**src/rtl/add_16_rr_sched_if.sv**
```systemverilog
// Bundle between add_16_rr_sched and its environment: the requester-side
// handshake and operands, the operand/result path to the shared adder, and
// the tagged response stream.
//   req/a_bus/b_bus/c_in_bus : per-requester request lines and packed operands
//   gnt                      : one-hot combinational grant
//   add_a/add_b/add_c_in     : operand mux into the external adder
//   add_sum/add_c_out        : adder result, valid lat edges after capture
//   rsp_*                    : registered result strobe, owner id and data
//   in_flight                : operations issued but not yet returned
// The slave modport is the scheduler's view; master is the environment's.
interface add_16_rr_sched_if #(
  parameter int size  = 16,
  parameter int n_req = 4,
  parameter int id_w  = 2
);
  logic [n_req-1:0]      req;
  logic [n_req*size-1:0] a_bus;
  logic [n_req*size-1:0] b_bus;
  logic [n_req-1:0]      c_in_bus;
  logic [n_req-1:0]      gnt;
  logic [size-1:0]       add_a;
  logic [size-1:0]       add_b;
  logic                  add_c_in;
  logic [size-1:0]       add_sum;
  logic                  add_c_out;
  logic                  rsp_valid;
  logic [id_w-1:0]       rsp_id;
  logic [size-1:0]       rsp_sum;
  logic                  rsp_c_out;
  logic [2:0]            in_flight;

  modport slave (
    input  req, a_bus, b_bus, c_in_bus, add_sum, add_c_out,
    output gnt, add_a, add_b, add_c_in,
           rsp_valid, rsp_id, rsp_sum, rsp_c_out, in_flight
  );

  modport master (
    output req, a_bus, b_bus, c_in_bus, add_sum, add_c_out,
    input  gnt, add_a, add_b, add_c_in,
           rsp_valid, rsp_id, rsp_sum, rsp_c_out, in_flight
  );
endinterface

```
**src/rtl/add_16_rr_sched.sv**
```systemverilog
// Round-robin scheduler sharing one pipelined adder among n_req requesters.
// Arbitrates requests with a rotating priority pointer, muxes the winner's
// operands into the adder, carries a {valid, id} tag alongside the adder's
// lat-stage pipeline and registers each returning result with its owner id.
// 2**id_w must be at least n_req.
//   clock : rising-edge clock
//   reset : asynchronous, active-low reset
//   bus   : add_16_rr_sched_if slave modport (requests, adder path, responses)
module add_16_rr_sched #(
  parameter int size  = 16,
  parameter int n_req = 4,
  parameter int id_w  = 2,
  parameter int lat   = 3
) (
  input  logic clock,
  input  logic reset,
  add_16_rr_sched_if.slave bus
);

  logic [id_w-1:0] ptr;
  logic [id_w-1:0] cand;
  logic [id_w-1:0] gnt_idx;
  logic            found;
  logic [n_req-1:0] gnt;

  logic [size-1:0] a_arr [n_req];
  logic [size-1:0] b_arr [n_req];

  logic            tag_v  [lat];
  logic [id_w-1:0] tag_id [lat];

  logic            rsp_valid;
  logic [id_w-1:0] rsp_id;
  logic [size-1:0] rsp_sum;
  logic            rsp_c_out;
  logic [2:0]      in_flight;

  for (genvar g = 0; g < n_req; g++) begin : g_unpack
    assign a_arr[g] = bus.a_bus[g*size +: size];
    assign b_arr[g] = bus.b_bus[g*size +: size];
  end

  // Walk the requesters starting at ptr; the first one asserting req wins.
  always_comb begin
    gnt     = '0;
    gnt_idx = '0;
    found   = 1'b0;
    cand    = '0;
    for (int k = 0; k < n_req; k++) begin
      cand = id_w'((int'(ptr) + k) % n_req);
      if (!found && bus.req[cand]) begin
        found       = 1'b1;
        gnt[cand]   = 1'b1;
        gnt_idx     = cand;
      end
    end
  end

  assign bus.gnt      = gnt;
  assign bus.add_a    = found ? a_arr[gnt_idx] : '0;
  assign bus.add_b    = found ? b_arr[gnt_idx] : '0;
  assign bus.add_c_in = found ? bus.c_in_bus[gnt_idx] : 1'b0;

  always_ff @(posedge clock or negedge reset) begin
    if (!reset) begin
      ptr <= '0;
    end else if (found) begin
      ptr <= (gnt_idx == id_w'(n_req - 1)) ? '0 : gnt_idx + 1'b1;
    end
  end

  // Tag travels in lockstep with the operands through the adder pipeline.
  always_ff @(posedge clock or negedge reset) begin
    if (!reset) begin
      for (int i = 0; i < lat; i++) begin
        tag_v[i]  <= 1'b0;
        tag_id[i] <= '0;
      end
    end else begin
      tag_v[0]  <= found;
      tag_id[0] <= gnt_idx;
      for (int i = 1; i < lat; i++) begin
        tag_v[i]  <= tag_v[i-1];
        tag_id[i] <= tag_id[i-1];
      end
    end
  end

  always_ff @(posedge clock or negedge reset) begin
    if (!reset) begin
      rsp_valid <= 1'b0;
      rsp_id    <= '0;
      rsp_sum   <= '0;
      rsp_c_out <= 1'b0;
    end else begin
      rsp_valid <= tag_v[lat-1];
      if (tag_v[lat-1]) begin
        rsp_id    <= tag_id[lat-1];
        rsp_sum   <= bus.add_sum;
        rsp_c_out <= bus.add_c_out;
      end
    end
  end

  // Issue and return on the same edge cancel out.
  always_ff @(posedge clock or negedge reset) begin
    if (!reset) begin
      in_flight <= '0;
    end else begin
      in_flight <= in_flight + 3'(found) - 3'(tag_v[lat-1]);
    end
  end

  assign bus.rsp_valid = rsp_valid;
  assign bus.rsp_id    = rsp_id;
  assign bus.rsp_sum   = rsp_sum;
  assign bus.rsp_c_out = rsp_c_out;
  assign bus.in_flight = in_flight;

endmodule
```
**src/flat_wrapper.sv**
```systemverilog
// flat-port wrapper written by rule: the top's interface ports become plain ports
module add_16_rr_sched_flat 
#(
  parameter int size  = 16,
  parameter int n_req = 4,
  parameter int id_w  = 2,
  parameter int lat   = 3
)
  (clock, reset, bus_req, bus_a_bus, bus_b_bus, bus_c_in_bus, bus_add_sum, bus_add_c_out, bus_gnt, bus_add_a, bus_add_b, bus_add_c_in, bus_rsp_valid, bus_rsp_id, bus_rsp_sum, bus_rsp_c_out, bus_in_flight);
  add_16_rr_sched_if #(.size(size), .n_req(n_req), .id_w(id_w)) bus_i ();
  input  logic clock;
  input  logic reset;
  input wire logic [$bits(bus_i.req)-1:0] bus_req;
  input wire logic [$bits(bus_i.a_bus)-1:0] bus_a_bus;
  input wire logic [$bits(bus_i.b_bus)-1:0] bus_b_bus;
  input wire logic [$bits(bus_i.c_in_bus)-1:0] bus_c_in_bus;
  input wire logic [$bits(bus_i.add_sum)-1:0] bus_add_sum;
  input wire logic [$bits(bus_i.add_c_out)-1:0] bus_add_c_out;
  output wire logic [$bits(bus_i.gnt)-1:0] bus_gnt;
  output wire logic [$bits(bus_i.add_a)-1:0] bus_add_a;
  output wire logic [$bits(bus_i.add_b)-1:0] bus_add_b;
  output wire logic [$bits(bus_i.add_c_in)-1:0] bus_add_c_in;
  output wire logic [$bits(bus_i.rsp_valid)-1:0] bus_rsp_valid;
  output wire logic [$bits(bus_i.rsp_id)-1:0] bus_rsp_id;
  output wire logic [$bits(bus_i.rsp_sum)-1:0] bus_rsp_sum;
  output wire logic [$bits(bus_i.rsp_c_out)-1:0] bus_rsp_c_out;
  output wire logic [$bits(bus_i.in_flight)-1:0] bus_in_flight;
  assign bus_i.req = bus_req;
  assign bus_i.a_bus = bus_a_bus;
  assign bus_i.b_bus = bus_b_bus;
  assign bus_i.c_in_bus = bus_c_in_bus;
  assign bus_i.add_sum = bus_add_sum;
  assign bus_i.add_c_out = bus_add_c_out;
  assign bus_gnt = bus_i.gnt;
  assign bus_add_a = bus_i.add_a;
  assign bus_add_b = bus_i.add_b;
  assign bus_add_c_in = bus_i.add_c_in;
  assign bus_rsp_valid = bus_i.rsp_valid;
  assign bus_rsp_id = bus_i.rsp_id;
  assign bus_rsp_sum = bus_i.rsp_sum;
  assign bus_rsp_c_out = bus_i.rsp_c_out;
  assign bus_in_flight = bus_i.in_flight;
  add_16_rr_sched #(.size(size), .n_req(n_req), .id_w(id_w), .lat(lat)) u_core (.clock(clock), .reset(reset), .bus(bus_i));
endmodule
```
**config.mk**
```make
export PLATFORM = sky130hd
export DESIGN_NAME = add_16_rr_sched_flat
export DESIGN_NICKNAME = d
export VERILOG_FILES = /design/src/rtl/add_16_rr_sched_if.sv /design/src/rtl/add_16_rr_sched.sv /design/src/flat_wrapper.sv
export SDC_FILE = /design/constraint.sdc
export NUM_CORES = 1
export LEC_CHECK = 0
export BUFFER_PORTS_ARGS = -buffer_cell sky130_fd_sc_hd__buf_2
export CAP_MARGIN = 0
export CORE_AREA = 2 2 83 85
export CTS_BUF_LIST = sky130_fd_sc_hd__clkbuf_2
export CTS_CLUSTER_SIZE = 28
export DETAILED_ROUTE_END_ITERATION = 10
export DIE_AREA = 0 0 85 87
export PLACE_DENSITY = 0.83
export SETUP_SLACK_MARGIN = 0.02
export SYNTH_ARGS = -nofsm -noshare
export SYNTH_HDL_FRONTEND = slang
export SYNTH_SLANG_ARGS = --single-unit
```
**constraint.sdc**
```tcl
create_clock -name clock -period 6.4 [get_ports clock]
set_input_delay 1.6 -clock clock [delete_from_list [all_inputs] [get_ports clock]]
set_output_delay 1.6 -clock clock [all_outputs]
set_load 0.1 [all_outputs]
```
[After elaboration in Yosys (flattened, before gate mapping)]
Cells that the tools add are included.
Word-level totals
  word-level logic and storage cells: 83
  bits of input ports: 155
  bits in registers: 34
Operators by class
  $lt $le $gt $ge: 10
  equal/unequal tests: 1
  reductions and logical operators: 10
  multiplexer cells: 40
  $add $sub $neg: 6
  bitwise operators: 4
Operators with widths (count)
  two-way mux 16 bit: 6
  binary-select mux 16 bit (select 2 bit): 2
  two-way mux 4 bit: 4
  less-than comparator 2 x 3 -> 1 bit (second input constant): 5
  two-way mux 1 bit: 14
  bitwise OR 4 bit: 3
  binary-select mux 1 bit (select 2 bit): 5
  two-way mux 2 bit: 5
  demux 1 bit (select 2 bit): 4
  >= comparator 2 x 1 -> 1 bit (second input constant): 4
  logical AND 1 bit: 7
  adder 2 x 1 -> 2 bit (second input constant): 2
  adder 2 bit (second input constant): 2
  adder 3 x 1 -> 3 bit: 1
  >= comparator 3 bit (second input constant): 1
  logical NOT 1 bit: 3
  inverter 2 -> 3 bit: 1
  subtractor 3 x 1 -> 3 bit: 1
  equality test 2 bit (second input constant): 1

[Longest topological paths before layout]
Gate-level depths: netlist (run 1).
  depth in word-level cells: 17
  depth in mapped cells: 12
  depth with buffers taken out: 7

[Least setup slack after synthesis (run 1)]
OpenSTA, ideal clock, no wires.
  kind: input-to-output
  start: in bus_req[1]
  end: out bus_gnt[0]
  arrival time: 4624 ps
  required time: 4800 ps
  buffers on the path: 1
  slack: 176 ps
  stages on the path: 5
  path through: buf_4 mux4_2 nor2b_4 a22oi_1 o21ai_0
Between the ends
  cells in the longest elaborated chain, start to end: 12
  elaborated cells between the ends (all ways): 24
  classes of those cells: 15 x mux; 3 x bitwise; 6 x reduce/logical
RTL lines
  start, declared: RTL line flat_wrapper.sv:13  | input wire logic [$bits(bus_i.req)-1:0] bus_req;
  binary-select mux 1 bit (select 2 bit): RTL line add_16_rr_sched.sv:51  | if (!found && bus.req[cand]) begin
  two-way mux 1 bit (implied by the code): RTL line add_16_rr_sched.sv:51
  two-way mux 1 bit: RTL line add_16_rr_sched.sv:51
  logical NOT 1 bit: RTL line add_16_rr_sched.sv:51
  logical AND 1 bit: RTL line add_16_rr_sched.sv:51
  two-way mux 1 bit: RTL line add_16_rr_sched.sv:51
  logical NOT 1 bit: RTL line add_16_rr_sched.sv:51
  logical AND 1 bit: RTL line add_16_rr_sched.sv:51
  two-way mux 1 bit: RTL line add_16_rr_sched.sv:51
  logical NOT 1 bit: RTL line add_16_rr_sched.sv:51
  logical AND 1 bit: RTL line add_16_rr_sched.sv:51
  two-way mux 4 bit (*): RTL line add_16_rr_sched.sv:51
  end, declared: RTL line flat_wrapper.sv:19  | output wire logic [$bits(bus_i.gnt)-1:0] bus_gnt;
Every way passes the cells marked *; elsewhere a longest branch is shown, timed or not. The select of a mux whose other input is x is not followed.

[Worst setup path in the final report (run 1)]
  start: in bus_req[2]
  end: out bus_add_b[12]
Between the ends
  cells in the longest elaborated chain, start to end: 17
  elaborated cells between the ends (all ways): 27
  classes of those cells: 20 x mux; 1 x bitwise; 6 x reduce/logical
RTL lines
  binary-select mux 1 bit (select 2 bit): RTL line add_16_rr_sched.sv:51
  two-way mux 1 bit (implied by the code): RTL line add_16_rr_sched.sv:51
  two-way mux 1 bit: RTL line add_16_rr_sched.sv:51
  logical NOT 1 bit: RTL line add_16_rr_sched.sv:51
  logical AND 1 bit: RTL line add_16_rr_sched.sv:51
  two-way mux 1 bit: RTL line add_16_rr_sched.sv:51
  logical NOT 1 bit: RTL line add_16_rr_sched.sv:51
  logical AND 1 bit: RTL line add_16_rr_sched.sv:51
  two-way mux 1 bit: RTL line add_16_rr_sched.sv:51
  logical NOT 1 bit: RTL line add_16_rr_sched.sv:51
  logical AND 1 bit: RTL line add_16_rr_sched.sv:51
  two-way mux 2 bit: RTL line add_16_rr_sched.sv:51
  inverter 2 -> 3 bit (implied by the code): RTL line add_16_rr_sched.sv:61  | assign bus.add_b = found ? b_arr[gnt_idx] : '0;
  binary-select mux 16 bit (select 2 bit): RTL line add_16_rr_sched.sv:61
  two-way mux 16 bit (implied by the code) (2 in a row): RTL line add_16_rr_sched.sv:61
  two-way mux 16 bit (*): RTL line add_16_rr_sched.sv:61
  end, declared: RTL line flat_wrapper.sv:21  | output wire logic [$bits(bus_i.add_b)-1:0] bus_add_b;
Marks and branches as above.

==> flow_summary.ini, run 1 <==
[cts]
numCtsBuffers = 5
insertion_delay_ps = 350
clock_path_buffers = 2
holdBufCountCts = 0
cts_tree = done
post_cts_resized = 0
clkSinkCount = 34
cts_max_level = 2
post_cts_buffers = 0
clk_pin_slew_ps = 160
cts_root_buf = clkbuf_2

[layout]
final_common_cell = buf_2
n_fill_cell = 563
nets = 607
multi_input_area_um2 = 1600
final_layout_size_suffix_gt1_frac = 0.564
regArea_um2 = 851
final_cell_mix = buf_2 (214), mux2i_1 (71), dfrtp_1 (34)
syn_to_final_growth_pct = 41.5
n_antenna_cell = 0

[sta]
fin_crit_sh = 0.904
finalCriticalPeriod_ps = 5780
max_freq_mhz = 173
drv_slew = 0
setup_viol_count_final = 0
finalSetupTns_ps = 0
hold_viol = 0
relSlewSlack = 0.211
skew_ps = 12.4
worstMarginPinSlew_ps = 1180
rsz0062_at_grt = no

[yosys]
avgSynthCellArea_um2 = 10.8
syn_nets = 406
ys.flop_type = dfrtp_1
synthesis.area_um2 = 2630
yosys.area.top_type = dfrtp_1
ys_types = 35
yosysWarnings = 0
seq_area_frac_synth = 0.323
synth_seq_cells = 34
synth-async-reset-ratio = 1.00
netlist.area_leader.share = 0.323
syn_inst = 243
synthTopCellsByArea = dfrtp_1 (32%), mux2i_1 (27%), mux2_2 (8.6%), o22ai_1 (7.8%), ha_1 (3.3%)
synth_edf_count = 0

[run_status]
status = complete, no violations

[worst_setup_path]
ff2ff_path_depth = 6
path_buf_inv = 2
crit_slowest_cell = a21o_1
arrival_ps = 4180
timing_worst_setup_path_type = in -> out
crit_required_ps = 4800
path_cells = buf_2 > mux4_2 > o211ai_1 > o2111ai_1 > a21o_1 > o22ai_1 > buf_2
cp.depth = 7
setup.worst_path.start_class = input pin
worstSetupEndpointType = output port
cp_top_family = compound AO/OA/AOI/OAI gates
cp_max_fo = 35
worst_path_largest_cell_delay_ps = 650
crit_top_cell = buf_2

[drt]
dr.pass1.iters = 4
via_per_inst = 5.23
wire_per_inst_um = 15.3
drt-total-wl_mm = 8.02
drc_errors = 0
drt-initial-drc-count = 101
route.vias.total = 2748
ant_nets = 0

[die]
die-area_um2 = 7400
core.rowCount = 30
die_height_um = 87
core_area_um2 = 6570
start_util = 0.401
die_x_um = 85
pin_count = 215

[grt]
overflow = 0
antenna_found_initial = 0
grt_max_degree = 45
grt_pass1_vias = 2659
grt_pass1_wl_mm = 12.3
gr-usage-all-layers = 0.204

[hold_path]
holdCritPathClass = reg -> reg
hold_depth = 0

[placed_design]
gp_congestion = 0.870
place.port_buffers = 214
place_hpwl_mm = 6.44

[job]
max_cap_viol_count = 0
[final timing paths]
path,start,to,slack (ps)
worst min register to register,u_core.tag_v[1],u_core.tag_v[0],350
worst min-delay path,u_core.tag_v[1],u_core.tag_v[0],350
max in group asynchronous,reset,u_core.tag_id[4],4670
min in group asynchronous,reset,u_core.bus.in_flight[0],1270
worst max register to register,u_core.ptr[0],u_core.ptr[1],2910
worst max-delay path,bus_req[2],bus_add_b[12],620
[cell usage after synthesis (3+ instances only)]
master / instances
or3b_2: 3
a21oi_1: 4
buf_2: 11
a22oi_1: 8
inv_1: 9
dfrtp_1: 34
o21ai_0: 5
o22ai_1: 33
mux2_2: 20
ha_1: 7
mux2i_1: 71
buf_4: 7
[layer usage]
layer	global-route usage	vias to the layer above	share of wire
li1	-	1322	-
met1	0.236	1295	0.38
met2	0.377	124	0.54
met3	0.0540	7	0.070
met4	0.0418	0	0.0065
met5	0	-	0
[per-stage QoR]
| stage | std cells | hold WS (ps) | area [um^2] | utilization | setup slack (ps) |
|---|---|---|---|---|---|
| floorplan | 243 | 331 | 2630 | - | 176 |
| global placement | 517 | 332 | 3690 | 0.562 | 698 |
| detailed placement | 517 | 335 | 3690 | 0.562 | 632 |
| CTS | 525 | 364 | 3730 | 0.567 | 629 |
| global route | 525 | 374 | 3730 | 0.567 | 347 |
| finish | 525 | 354 | 3730 | 0.567 | 617 |
[area by class of cell]
cell class / instances / share of cell area
flip-flops and latches: 34 / 0.228
well taps: 80 / 0.0269
repair buffers: 217 / 0.297
clock buffers: 5 / 0.00672
multi-input cells: 177 / 0.429
clock inverters: 3 / 0.00302
inverters: 9 / 0.00907
[state kept, by name (all words and copies together), names as in the netlist]
signal	cells
u_core.tag_id	6
u_core.ptr	2
u_core.bus.rsp_valid	1
u_core.bus.rsp_id	2
u_core.bus.in_flight	3
u_core.bus.rsp_c_out	1
u_core.tag_v	3
u_core.bus.rsp_sum	16
[cell families (layout without fill, tap and decap cells)]
logic type / after synthesis / count (layout) / synth area share
XOR/XNOR: 2 / 2 / 0.00665
AND/OR/NAND/NOR: 16 / 16 / 0.0409
adder cells (fa/ha/maj): 8 / 8 / 0.0409
multiplexers: 93 / 93 / 0.372
AO/OA/AOI/OAI: 58 / 58 / 0.143
flip-flops: 34 / 34 / 0.323
buffers and inverters: 32 / 234 / 0.0732
Power of run 1 is not shown: default switching activity piles up to over one toggle a cycle in this logic, so the estimate is an artifact.
==> run 2: changes to the inputs <==
--- a/config.mk
+++ b/config.mk
@@ -7,12 +7,12 @@
 export LEC_CHECK = 0
 export BUFFER_PORTS_ARGS = -buffer_cell sky130_fd_sc_hd__buf_2
 export CAP_MARGIN = 0
-export CORE_AREA = 2 2 83 85
-export CTS_BUF_LIST = sky130_fd_sc_hd__clkbuf_2
+export CORE_AREA = 2 2 84 86
+export CTS_BUF_LIST = sky130_fd_sc_hd__clkbuf_16
 export CTS_CLUSTER_SIZE = 28
 export DETAILED_ROUTE_END_ITERATION = 10
-export DIE_AREA = 0 0 85 87
-export PLACE_DENSITY = 0.83
+export DIE_AREA = 0 0 86 88
+export PLACE_DENSITY = 0.82
 export SETUP_SLACK_MARGIN = 0.02
 export SYNTH_ARGS = -nofsm -noshare
 export SYNTH_HDL_FRONTEND = slang
==> flow_summary.ini, run 2 (synthesis results as in run 1) <==
[drt]
dr.pass1.iters = 4
via_per_inst = 5.24
drc_errors = 0
drt-total-wl_mm = 7.77
ant_nets = 0
route.vias.total = 2754
wire_per_inst_um = 14.8
drt-initial-drc-count = 204

[layout]
top_regs = u_core.bus.rsp_sum x16, u_core.tag_id x6
final_layout_size_suffix_gt1_frac = 0.572
n_antenna_cell = 0
largest_register_ffs = 16
syn_to_final_growth_pct = 48.2
nets = 608
largest-register = u_core.bus.rsp_sum
final_common_cell = buf_2
final_cell_mix = buf_2 (214), mux2i_1 (71), dfrtp_1 (34)

[die]
die-area_um2 = 7570
start_util = 0.396
pin_count = 215
core.rowCount = 30
die_height_um = 88
die_x_um = 86
core_area_um2 = 6640

[cts]
clk_pin_slew_ps = 50
numCtsBuffers = 5
cts_max_level = 2
insertion_delay_ps = 270
clkSinkCount = 34
post_cts_buffers = 0
cts_root_buf = clkbuf_16
post_cts_resized = 0
holdBufCountCts = 0
clock_path_buffers = 2
cts_tree = done

[sta]
fin_crit_sh = 0.887
worstMarginPinSlew_ps = 887
rsz0062_at_grt = no
finalCriticalPeriod_ps = 5680
drv_slew = 0
skew_ps = 6.12
relSlewSlack = 0.409
hold_viol = 0
setup_viol_count_final = 0
finalSetupTns_ps = 0
max_freq_mhz = 176

[hold_path]
hold_depth = 0
holdCritPathClass = reg -> reg
min_to = u_core.tag_id[2]
hold_start = u_core.tag_id[4]

[grt]
gr-usage-all-layers = 0.190
grt_pass1_vias = 2602
antenna_found_initial = 0
grt_pass1_wl_mm = 11.7
overflow = 0
grt_max_degree = 35

[run_status]
status = complete, no violations

[placed_design]
place_hpwl_mm = 6.36
place.port_buffers = 214
gp_congestion = 0.840

[worst_setup_path]
reg2reg_slack_ps = 2920
reg2reg_from = u_core.ptr[0]
crit_required_ps = 4800
reg2reg_to = u_core.ptr[1]
timing_worst_setup_path_type = in -> out
setup.worst_path.start_class = input pin
ff2ff_path_depth = 7
worstSetupEndpointType = output port
arrival_ps = 4080
cp_max_fo = 28

[job]
max_cap_viol_count = 0
[run 2: per-stage QoR]
| step | cell area [um^2] | utilization | instances | hold slack [ps] | setup WS, ps |
|---|---|---|---|---|---|
| 3_3_place_gp | 3710 | 0.558 | 518 | 332 | 790 |
| 4_1_cts | 3900 | 0.588 | 526 | 346 | 746 |
| 6_report | 3900 | 0.588 | 526 | 345 | 722 |
| 5_1_grt | 3900 | 0.588 | 526 | 352 | 534 |
| 3_5_place_dp | 3710 | 0.558 | 518 | 335 | 744 |
| 2_1_floorplan | 2630 | - | 243 | 331 | 176 |
[run 2: layout make-up]
type / instances / area (um^2)
Sequential cell: 34 / 851
Timing Repair Buffer: 218 / 1130
Tap cell: 80 / 100
Fill cell: 568 / 2740
Multi-Input combinational cell: 177 / 1600
Clock buffer: 5 / 125
Clock inverter: 3 / 68.8
Inverter: 9 / 33.8
[run 2: worst max-delay path by stage]
stage / endpoint / start / cells past startpoint / slack [ps]
3_5_place_dp: bus_add_a[7] / bus_req[2] / 8 / 740
6_report: bus_add_a[13] / bus_req[2] / 8 / 720
3_3_place_gp: bus_add_a[6] / bus_req[2] / 8 / 790
5_1_grt: bus_add_a[8] / bus_req[2] / 8 / 530
4_1_cts: bus_add_a[7] / bus_req[2] / 8 / 750
2_1_floorplan: bus_gnt[0] / bus_req[1] / 5 / 180
[run 2: worst max-delay path, cell delays in order]
cell and delay [ps]:
buf_2 160, mux4_2 580, o211ai_1 140, o2111ai_1 170, a21o_1 530, buf_4 320
o22ai_1 110, buf_2 450
[run 2: layer usage]
metal  share of wire  GRT usage  vias up
met4           0.015     0.0476        0
met3           0.075     0.0452       14
met5               0          0        -
met2            0.55      0.363      137
li1                -          -     1329
met1            0.36      0.212     1274
Power of run 2 is left out for the same reason.
==> run 3: changes to the inputs <==
--- a/config.mk
+++ b/config.mk
@@ -7,11 +7,11 @@
 export LEC_CHECK = 0
 export BUFFER_PORTS_ARGS = -buffer_cell sky130_fd_sc_hd__buf_2
 export CAP_MARGIN = 0
-export CORE_AREA = 2 2 84 86
+export CORE_MARGIN = 5
+export CORE_UTILIZATION = 40
 export CTS_BUF_LIST = sky130_fd_sc_hd__clkbuf_16
 export CTS_CLUSTER_SIZE = 28
 export DETAILED_ROUTE_END_ITERATION = 10
-export DIE_AREA = 0 0 86 88
 export PLACE_DENSITY = 0.82
 export SETUP_SLACK_MARGIN = 0.02
 export SYNTH_ARGS = -nofsm -noshare
==> constraint.sdc (replaced) <==
create_clock -name clock -period 6.1 [get_ports clock]
set_input_delay 1.525 -clock clock [delete_from_list [all_inputs] [get_ports clock]]
set_output_delay 1.525 -clock clock [all_outputs]
set_load 0.1 [all_outputs]
==> flow_summary.ini, run 3 (synthesis results as in run 1) <==
[cts]
numCtsBuffers = 5
clk_pin_slew_ps = 50
cts_max_level = 2
holdBufCountCts = 0
clock_path_buffers = 2
cts_root_buf = clkbuf_16
post_cts_buffers = 0
clkSinkCount = 34
post_cts_resized = 0
insertion_delay_ps = 270
cts_tree = done

[layout]
final_common_cell = buf_2
syn_to_final_growth_pct = 45.9
regArea_um2 = 851
nets = 608
n_antenna_cell = 0
top_regs = u_core.bus.rsp_sum x16, u_core.tag_id x6
n_fill_cell = 554
final_cell_mix = buf_2 (214), mux2i_1 (71), dfrtp_1 (34)
largest_register_ffs = 16
final_layout_size_suffix_gt1_frac = 0.567
largest-register = u_core.bus.rsp_sum
multi_input_area_um2 = 1600
final_util = 0.602

[worst_setup_path]
ff2ff_path_depth = 7
crit_required_ps = 4580
setup.worst_path.start_class = input pin
reg2reg_to = u_core.ptr[1]
cp_max_fo = 34
reg2reg_slack_ps = 2540
arrival_ps = 4040
worstSetupEndpointType = output port
timing_worst_setup_path_type = in -> out
reg2reg_from = u_core.ptr[0]

[sta]
finalCriticalPeriod_ps = 5560
setup_viol_count_final = 0
rsz0062_at_grt = no
relSlewSlack = 0.260
fin_crit_sh = 0.912
skew_ps = 3.66
hold_ws_ps = 340
max_freq_mhz = 180
hold_viol = 0
worstMarginPinSlew_ps = 1110
finalSetupTns_ps = 0
drv_slew = 0

[die]
die-area_um2 = 8310
pin_count = 215
core_area_um2 = 6390
core.rowCount = 29
die_height_um = 91.1
die_x_um = 91.1
start_util = 0.412

[drt]
via_per_inst = 5.24
wire_per_inst_um = 16.3
ant_nets = 0
drt-initial-drc-count = 86
route.vias.total = 2738
drt-total-wl_mm = 8.54
dr.pass1.iters = 4
drc_errors = 0

[placed_design]
place.port_buffers = 214
gp_congestion = 0.877
place_hpwl_mm = 7.01

[grt]
antenna_found_initial = 0
grt_pass1_wl_mm = 13.3
overflow = 0
gr-usage-all-layers = 0.193
grt_max_degree = 50
grt_pass1_vias = 2860

[hold_path]
holdCritPathClass = reg -> reg
hold_start = u_core.tag_id[3]
hold_depth = 0
min_to = u_core.tag_id[1]

[run_status]
status = complete, no violations

[job]
max_cap_viol_count = 0
-- run 3: cell types whose count changed in the layout (fill, tap and decap cells not counted) --
cell | before | now
bufinv_16 | 2 | 0
clkinv_2 | 0 | 1
inv_1 | 9 | 10
clkinv_1 | 0 | 1
clkinv_4 | 1 | 0
-- run 3: worst max-delay path, cell delays in order --
cell	delay, ps
buf_2	160
mux4_2	570
o211ai_1	130
o2111ai_1	160
a21o_1	610
o22ai_1	360
buf_2	490
-- run 3: metrics by stage --
stage	instance area, um^2	std cells	setup slack (ps)
floorplan	2630	243	26.1
global placement	3710	515	615
detailed placement	3710	515	542
CTS	3840	523	546
global route	3840	523	405
finish	3840	523	536
-- run 3: worst max-delay path by stage --
stage | from | end | slack [ps] | cells past startpoint
2_1_floorplan | bus_req[1] | bus_gnt[0] | 30 | 5
3_3_place_gp | bus_req[2] | bus_add_b[12] | 620 | 7
3_5_place_dp | bus_req[2] | bus_add_b[12] | 540 | 7
4_1_cts | bus_req[2] | bus_add_b[12] | 550 | 7
5_1_grt | u_core.ptr[0] | bus_add_b[12] | 400 | 8
6_report | bus_req[2] | bus_add_b[12] | 540 | 7
-- run 3: metal layers --
layer | GRT usage | part of all wire | up-vias
met3 | 0.0554 | 0.093 | 22
met4 | 0.0782 | 0.035 | 0
met1 | 0.201 | 0.34 | 1255
met5 | 0 | 0 | -
met2 | 0.359 | 0.53 | 140
li1 | - | - | 1321
-- run 3: final cells by class --
| cell class | count | share of cell area |
|---|---|---|
| sequential | 34 | 0.221 |
| multi-input combinational | 177 | 0.416 |
| clock buffer | 5 | 0.0326 |
| clock inverter | 3 | 0.00326 |
| timing repair buffer | 218 | 0.293 |
| inverter | 9 | 0.00879 |
| tap | 77 | 0.0251 |
Power of run 3 is left out for the same reason.
